**src/rtl/vga_pkg.sv**
```systemverilog
// Shared constants and types for the VGA text-mode character buffer.
package vga_pkg;

   localparam int TEXT_BUF_DEPTH = 256;
   localparam int ADDR_W         = 8;
   localparam int CHAR_W         = 7;

   localparam logic [CHAR_W-1:0] CHAR_SPACE = 7'h20;

   typedef enum logic {
      ST_IDLE,
      ST_CLEAR
   } tb_state_e;

   typedef enum logic {
      GNT_A,
      GNT_B
   } gnt_e;

endpackage

```
**src/rtl/char_buf_ram.sv**
```systemverilog
// 256 x 7 simple dual-port character store with registered read.
module char_buf_ram
   import vga_pkg::*;
(
   input  logic              clk,
   input  logic              rst,
   input  logic              we,
   input  logic [ADDR_W-1:0] waddr,
   input  logic [CHAR_W-1:0] wdata,
   input  logic [ADDR_W-1:0] raddr,
   output logic [CHAR_W-1:0] rdata
);

   logic [CHAR_W-1:0] mem_q [TEXT_BUF_DEPTH];
   logic [CHAR_W-1:0] rd_data_d;
   logic [CHAR_W-1:0] rd_data_q;

   always_comb begin
      rd_data_d = mem_q[raddr];
   end

   // Storage has no reset; the clear sequencer initialises it.
   always_ff @(posedge clk) begin
      if (we) begin
         mem_q[waddr] <= wdata;
      end
   end

   always_ff @(posedge clk) begin
      if (rst) begin
         rd_data_q <= '0;
      end else begin
         rd_data_q <= rd_data_d;
      end
   end

   assign rdata = rd_data_q;

endmodule

```
**src/rtl/text_buf_arbiter.sv**
```systemverilog
// Write-port arbiter for the text buffer: clear sequencer plus two
// round-robin requesters, all writes confined to vertical blanking.
module text_buf_arbiter
   import vga_pkg::*;
(
   input  logic              clk,
   input  logic              rst,
   input  logic              vblnk,
   input  logic              req_a,
   input  logic [ADDR_W-1:0] addr_a,
   input  logic [CHAR_W-1:0] data_a,
   output logic              ack_a,
   input  logic              req_b,
   input  logic [ADDR_W-1:0] addr_b,
   input  logic [CHAR_W-1:0] data_b,
   output logic              ack_b,
   input  logic              clr,
   input  logic [ADDR_W-1:0] char_xy,
   output logic [CHAR_W-1:0] char_code,
   output logic              busy,
   output logic              clr_done
);

   tb_state_e         state_q, state_d;
   logic [ADDR_W-1:0] cnt_q, cnt_d;
   gnt_e              last_q, last_d;

   logic              we;
   logic [ADDR_W-1:0] waddr;
   logic [CHAR_W-1:0] wdata;
   logic              gnt_a;
   logic              gnt_b;

   // Reset parks the FSM in CLEAR so release starts the full clear;
   // everything is gated off while rst is held.
   always_comb begin
      state_d  = state_q;
      cnt_d    = cnt_q;
      last_d   = last_q;
      we       = 1'b0;
      waddr    = cnt_q;
      wdata    = CHAR_SPACE;
      ack_a    = 1'b0;
      ack_b    = 1'b0;
      clr_done = 1'b0;
      gnt_a    = 1'b0;
      gnt_b    = 1'b0;
      busy     = (state_q == ST_CLEAR) && !rst;
      if (!rst) begin
         unique case (state_q)
            ST_CLEAR: begin
               if (vblnk) begin
                  we = 1'b1;
                  if (cnt_q == 8'hFF) begin
                     clr_done = 1'b1;
                     state_d  = ST_IDLE;
                     cnt_d    = '0;
                  end else begin
                     cnt_d = cnt_q + 8'd1;
                  end
               end
            end
            ST_IDLE: begin
               if (clr) begin
                  state_d = ST_CLEAR;
                  cnt_d   = '0;
               end else if (vblnk) begin
                  gnt_a = req_a && (!req_b || last_q == GNT_B);
                  gnt_b = req_b && !gnt_a;
                  unique case (1'b1)
                     gnt_a: begin
                        we     = 1'b1;
                        waddr  = addr_a;
                        wdata  = data_a;
                        ack_a  = 1'b1;
                        last_d = GNT_A;
                     end
                     gnt_b: begin
                        we     = 1'b1;
                        waddr  = addr_b;
                        wdata  = data_b;
                        ack_b  = 1'b1;
                        last_d = GNT_B;
                     end
                     default: ;
                  endcase
               end
            end
         endcase
      end
   end

   always_ff @(posedge clk) begin
      if (rst) begin
         state_q <= ST_CLEAR;
         cnt_q   <= '0;
         last_q  <= GNT_B;
      end else begin
         state_q <= state_d;
         cnt_q   <= cnt_d;
         last_q  <= last_d;
      end
   end

   char_buf_ram u_ram (
      .clk   (clk),
      .rst   (rst),
      .we    (we),
      .waddr (waddr),
      .wdata (wdata),
      .raddr (char_xy),
      .rdata (char_code)
   );

endmodule

```
**config.mk**
```make
export PLATFORM = sky130hd
export DESIGN_NAME = text_buf_arbiter
export DESIGN_NICKNAME = d
export VERILOG_FILES = /design/src/rtl/vga_pkg.sv /design/src/rtl/char_buf_ram.sv /design/src/rtl/text_buf_arbiter.sv
export SDC_FILE = /design/constraint.sdc
export NUM_CORES = 2
export LEC_CHECK = 0
export ABC_AREA = 1
export CAP_MARGIN = 20
export CORE_UTILIZATION = 30
export DETAILED_ROUTE_END_ITERATION = 16
export HOLD_SLACK_MARGIN = 0.08
export PLACE_DENSITY = 0.56
export SYNTH_ARGS = -nofsm -noshare
export SYNTH_HDL_FRONTEND = slang
export SYNTH_SLANG_ARGS = --single-unit
```
**constraint.sdc**
```tcl
create_clock -name clk -period 30.4 [get_ports clk]
set_input_delay 4.56 -clock clk [delete_from_list [all_inputs] [get_ports clk]]
set_output_delay 4.56 -clock clk [all_outputs]
set_load 0.01 [all_outputs]
```
=== After elaboration in Yosys (flattened, before gate mapping) ===
Memory sizes are Yosys's and may differ from the RTL's. A register that Yosys moved wholly into a read port is not among the register bits.
Cells that the tools add are included.
Widths: inputs -> output; s select.

* Add/subtract/negate cells: 1
* Eq/ne operators: 3
* Mux-type cells: 41
* Bitwise logic cells: 2
* Reduce and logical (&&, ||, !) cells: 11

{| class="wikitable"
|+ Operator list
! kind !! number
|-
| $mux 8 || 7
|-
| $pmux 8 s2 || 2
|-
| $mux 7 || 4
|-
| $mux 1 || 24
|-
| $pmux 7 s2 || 1
|-
| $add 8x1->8 const B || 1
|-
| $eq 8x8->1 const B || 1
|-
| $pmux 1 s2 || 3
|-
| $ne 2x2->1 const B || 2
|-
| $reduce_and 4->1 || 1
|-
| $logic_and 1x1->1 || 3
|-
| $logic_not 1->1 || 3
|-
| $not 1->1 || 2
|-
| $reduce_and 2->1 || 1
|-
| $reduce_bool 2->1 || 1
|-
| $reduce_or 2->1 || 1
|-
| $logic_or 1x1->1 || 1
|}

* Flip-flop bits (word level): 10
* Memory bits (writable): 1792
* Input bits: 44
* Output and inout bits: 11
* Logic and storage cells: 62
* Memories kept: 1

{| class="wikitable"
|+ Memories
! name !! depth !! bits a word !! rd ports !! clocked after memory_dff !! wr ports !! line !! source
|-
| u_ram.mem_q || 256 || 7 || 1 || 1 || 1 || char_buf_ram.sv:14 || <nowiki>logic [CHAR_W-1:0] mem_q [TEXT_BUF_DEPTH];</nowiki>
|}

=== Longest topological paths before layout ===
* Depth after elaboration: 13
* Depth in mapped cells: 15
* Gate-level depth less buffers: 12

=== Modules after synthesis ===
From an unflattened synthesis, not the netlist that was laid out.

* Cells, all modules: 6410
* Area, all modules: 74234.9 µm²

{| class="wikitable"
|+ Modules (own cells, without submodules)
! module !! instances !! cells an instance !! area an instance (µm²) !! sequential area each (µm²)
|-
| char_buf_ram || 1 || 6249 || 73337.8 || 53951.7
|-
| text_buf_arbiter || 1 || 161 || 897.1 || 200.2
|}

=== Worst setup path after synthesis ===
OpenSTA, ideal clock, no wires.

* Path type: input to register
* Start: in rst
* End: mem u_ram.mem_q[0][0] (data pin)
* Setup time: 1.579 ns
* Arrival time: 12.003 ns
* Data required time: 28.821 ns
* Slack: 16.818 ns
* Stages: 6
* Buffers on the path: 1
* Cell sequence: inv_2 nand3_2 nor2_4 o21ai_2 buf_2 a21oi_1

* Cells in the longest elaborated chain, start to end: 1

{| class="wikitable"
|+ Ends and longest elaborated chain
! what !! line !! source
|-
| start: declaration || text_buf_arbiter.sv:7 || <nowiki>input logic rst,</nowiki>
|-
| $mux 7 || text_buf_arbiter.sv:49 || <nowiki>if (!rst) begin</nowiki>
|-
| named net u_ram.wdata[0] || char_buf_ram.sv:9 || <nowiki>input logic [CHAR_W-1:0] wdata,</nowiki>
|-
| end: declaration || char_buf_ram.sv:14 ||
|}

The timed path passes the listed nets, and every way through them passes these cells.

=== Final worst setup path ===
* Start: in rst
* End: out ack_b

* Cells in the longest elaborated chain, start to end: 1

{| class="wikitable"
|+ Ends and longest elaborated chain
! what !! line !! source
|-
| $mux 1 || text_buf_arbiter.sv:49 ||
|-
| end: declaration || text_buf_arbiter.sv:16 || <nowiki>output logic ack_b,</nowiki>
|}

Every way passes these cells.

==> impl_metrics.ini <==
[setup_path]
start_kind = primary input
critPathKind = primary input to output pin
cp_max_fo = 15
worstSetupEndpointType = output pin
critPathRequiredTime_ps = 25840
cp.arrival_ps = 7040

[place]
io_buffers = 54
post-dp-hpwl_mm = 111
place.gp.congestion = 0.858

[grt]
grtUsageTotal_pct = 16.1
grt_overflow = 0
grt_antenna_before_repair = 8
grt_pass1_wl_mm = 302
grt_pass1_vias = 46400
grt_max_degree = 211

[clocking]
cts_setup_buffers = 0
post_cts_resized = 0
insertion_delay_ps = 810
numCtsBuffers = 184
numClockSinks = 1809
holdBufCountCts = 0
cts_buffer_depth = 3
clk_pin_slew_ps = 60
h-tree-depth = 4
cts_root_buf = clkbuf_16
cts_tree = yes

[sta]
fmax_mhz = 86.2
fin_crit_ps = 11600
relSlewSlack_pct = 24.7
skew_ps = 22.0
setup_tns_ps = 0
rsz0062_at_grt = no
hold_violations = 0
fin_crit_sh_pct = 38.2
maxSlewViolCount = 0
setup_violations = 0
worst_pin_slew_ps = 1130

[floorplanning]
fp.dieH_um = 497
die_x_um = 497
dieArea_um2 = 247000
core_um2 = 244000
initial_core_util_pct = 30.2
io-pin-count = 55
rows = 181

[synthesis]
yosysMostFrequentCell = nand2_1
ys.flop_type = edfxtp_1
yosysSeqAreaShare_pct = 73.5
synthArstFlopShare_pct = 0
synth.top_cell.area_share_pct = 73.1
synth_warnings = 0
syn_inst = 6339
yosys.area.top_type = edfxtp_1
synth_top_cells_by_count = 2,006 x nand2_1, 1,792 x edfxtp_1, 1,697 x nand3_1
synth_area_um2 = 73600
synth_nets = 6384
synth_edf_count = 1792
synth-seq-cells = 1809
netlist_top_cells_area = edfxtp_1 73%, nand3_1 12%, nand2_1 10%
syn_avg_cell_area_um2 = 11.6
ys_types = 36

[power_and_ir_drop]
p_sw_mw = 1.12
p_comb_share_pct = 5.2
p_leak_nw = 27.7
p_per_area_nw_per_um2 = 61.8
p_int_mw = 4.00
p_seq_share_pct = 52.8
ir_worst_vdd_mv = 0.0627
pwr-share-clk_pct = 42.0
switching_share_pct = 21.9

[outcome]
status = complete, no violations

[cells_and_area]
finish.net_count = 6267
areaGrowthSynthToFinish_pct = 12.7
drive_gt1_share_pct = 5.87
postLayoutCoreUtil_pct = 34.0

[drt]
wl_per_cell_um = 21.2
drt-total-wl_mm = 203
vias = 47800
vias_per_cell = 4.99
ant_nets = 0
drc = 0
firstDrtPassIters = 5
drt_iter0_drc = 5126

[worst_hold_path]
hold_path_class = register to register

[flow_run]
drv_cap = 0
==> cells in the final DEF, fill, tap and decap left out, types with 5 or more instances in the layout <==
| master | instances |
|---|---|
| o21ai_0 | 6 |
| clkbuf_1 | 61 |
| bufinv_16 | 11 |
| nor2_1 | 272 |
| clkinv_2 | 19 |
| inv_6 | 9 |
| clkdlybuf4s50_1 | 49 |
| a21oi_4 | 5 |
| nand3_2 | 7 |
| clkinv_1 | 41 |
| buf_12 | 9 |
| buf_4 | 61 |
| nand3_1 | 1697 |
| inv_1 | 25 |
| edfxtp_1 | 1792 |
| inv_2 | 13 |
| o21ai_2 | 5 |
| a21oi_1 | 16 |
| nand2_1 | 2001 |
| dfxtp_1 | 17 |
| clkbuf_16 | 188 |
| nand2_2 | 17 |
==> worst max-delay path, stage by stage <==
cell and delay, ps:
clkdlybuf4s50_1 970, inv_2 350, nand3_2 140, nor2_4 160
inv_2 70, nor2_4 190, clkdlybuf4s50_1 580
==> layout make-up <==
class	count	area [um^2]
clock inverters	84	697
inverters	42	183
flip-flops and latches	1809	54200
multi-input cells	4062	17800
repair buffers	123	1180
well taps	3202	4010
clock buffers	250	4950
fillers	24100	161000
diodes	2	5.00
==> cell families (layout without fill, tap and decap cells) <==
| logic type | count (synthesis) | after routing | share of synthesized area, % |
|---|---|---|---|
| compound gates | 47 | 47 | 0.408 |
| xor+xnor | 1 | 1 | 0.0119 |
| fa+ha+maj | 1 | 1 | 0.0170 |
| buf+inv | 468 | 499 | 2.45 |
| flops | 1809 | 1809 | 73.5 |
| other cells | 0 | 2 | 0 |
| simple gates | 4013 | 4013 | 23.6 |
==> registers in the layout, summed over array words and instances, names as in the netlist <==
| signal | count |
|---|---|
| cnt_q | 8 |
| last_q | 1 |
| state_q | 1 |
| u_ram.mem_q | 1792 |
| u_ram.rdata | 7 |
==> through the flow <==
stage / power (mW) / hold WS (ps) / cell area, um^2 / setup WS, ps / std cells
2_1_floorplan: 2.93 / 461 / 73600 / 16820 / 6339
3_3_place_gp: 3.02 / 485 / 77300 / 18810 / 9238
3_5_place_dp: 3.02 / 490 / 77300 / 18820 / 9238
4_1_cts: 5.16 / 499 / 82900 / 18810 / 9572
5_1_grt: 5.27 / 527 / 82900 / 18690 / 9573
6_report: 5.12 / 504 / 82900 / 18800 / 9574
==> final timing paths <==
check / from / to / slack, ps / cells after the start
min: cnt_q[1] / cnt_q[1] / 500 / 2
min reg2reg: cnt_q[1] / cnt_q[1] / 500 / 2
max reg2reg: state_q / u_ram.mem_q[252][6] / 26340 / 9
max: rst / ack_b / 18800 / 7
==> routing by layer <==
| layer | share of wire [%] | vias to the layer above | global-route usage, % | wire, um |
|---|---|---|---|---|
| met3 | 6.9 | 326 | 2.51 | 14000 |
| met4 | 3.2 | 2 | 5.46 | 6460 |
| met2 | 46 | 1774 | 25.2 | 92700 |
| met1 | 44 | 23500 | 22.6 | 89800 |
| met5 | 0.0099 | - | 0 | 20 |
| li1 | - | 22200 | - | - |
==> power groups by stage <==
stage	sequential (mW)	clock, mW	combinational, mW
after floorplan	2.75	0	0.171
after global placement	2.76	0	0.263
after global routing	2.70	2.28	0.293
after detailed placement	2.76	0	0.265
final	2.70	2.15	0.267
after CTS	2.70	2.19	0.265
No activity file was read; power rests on OpenSTA's default activity.
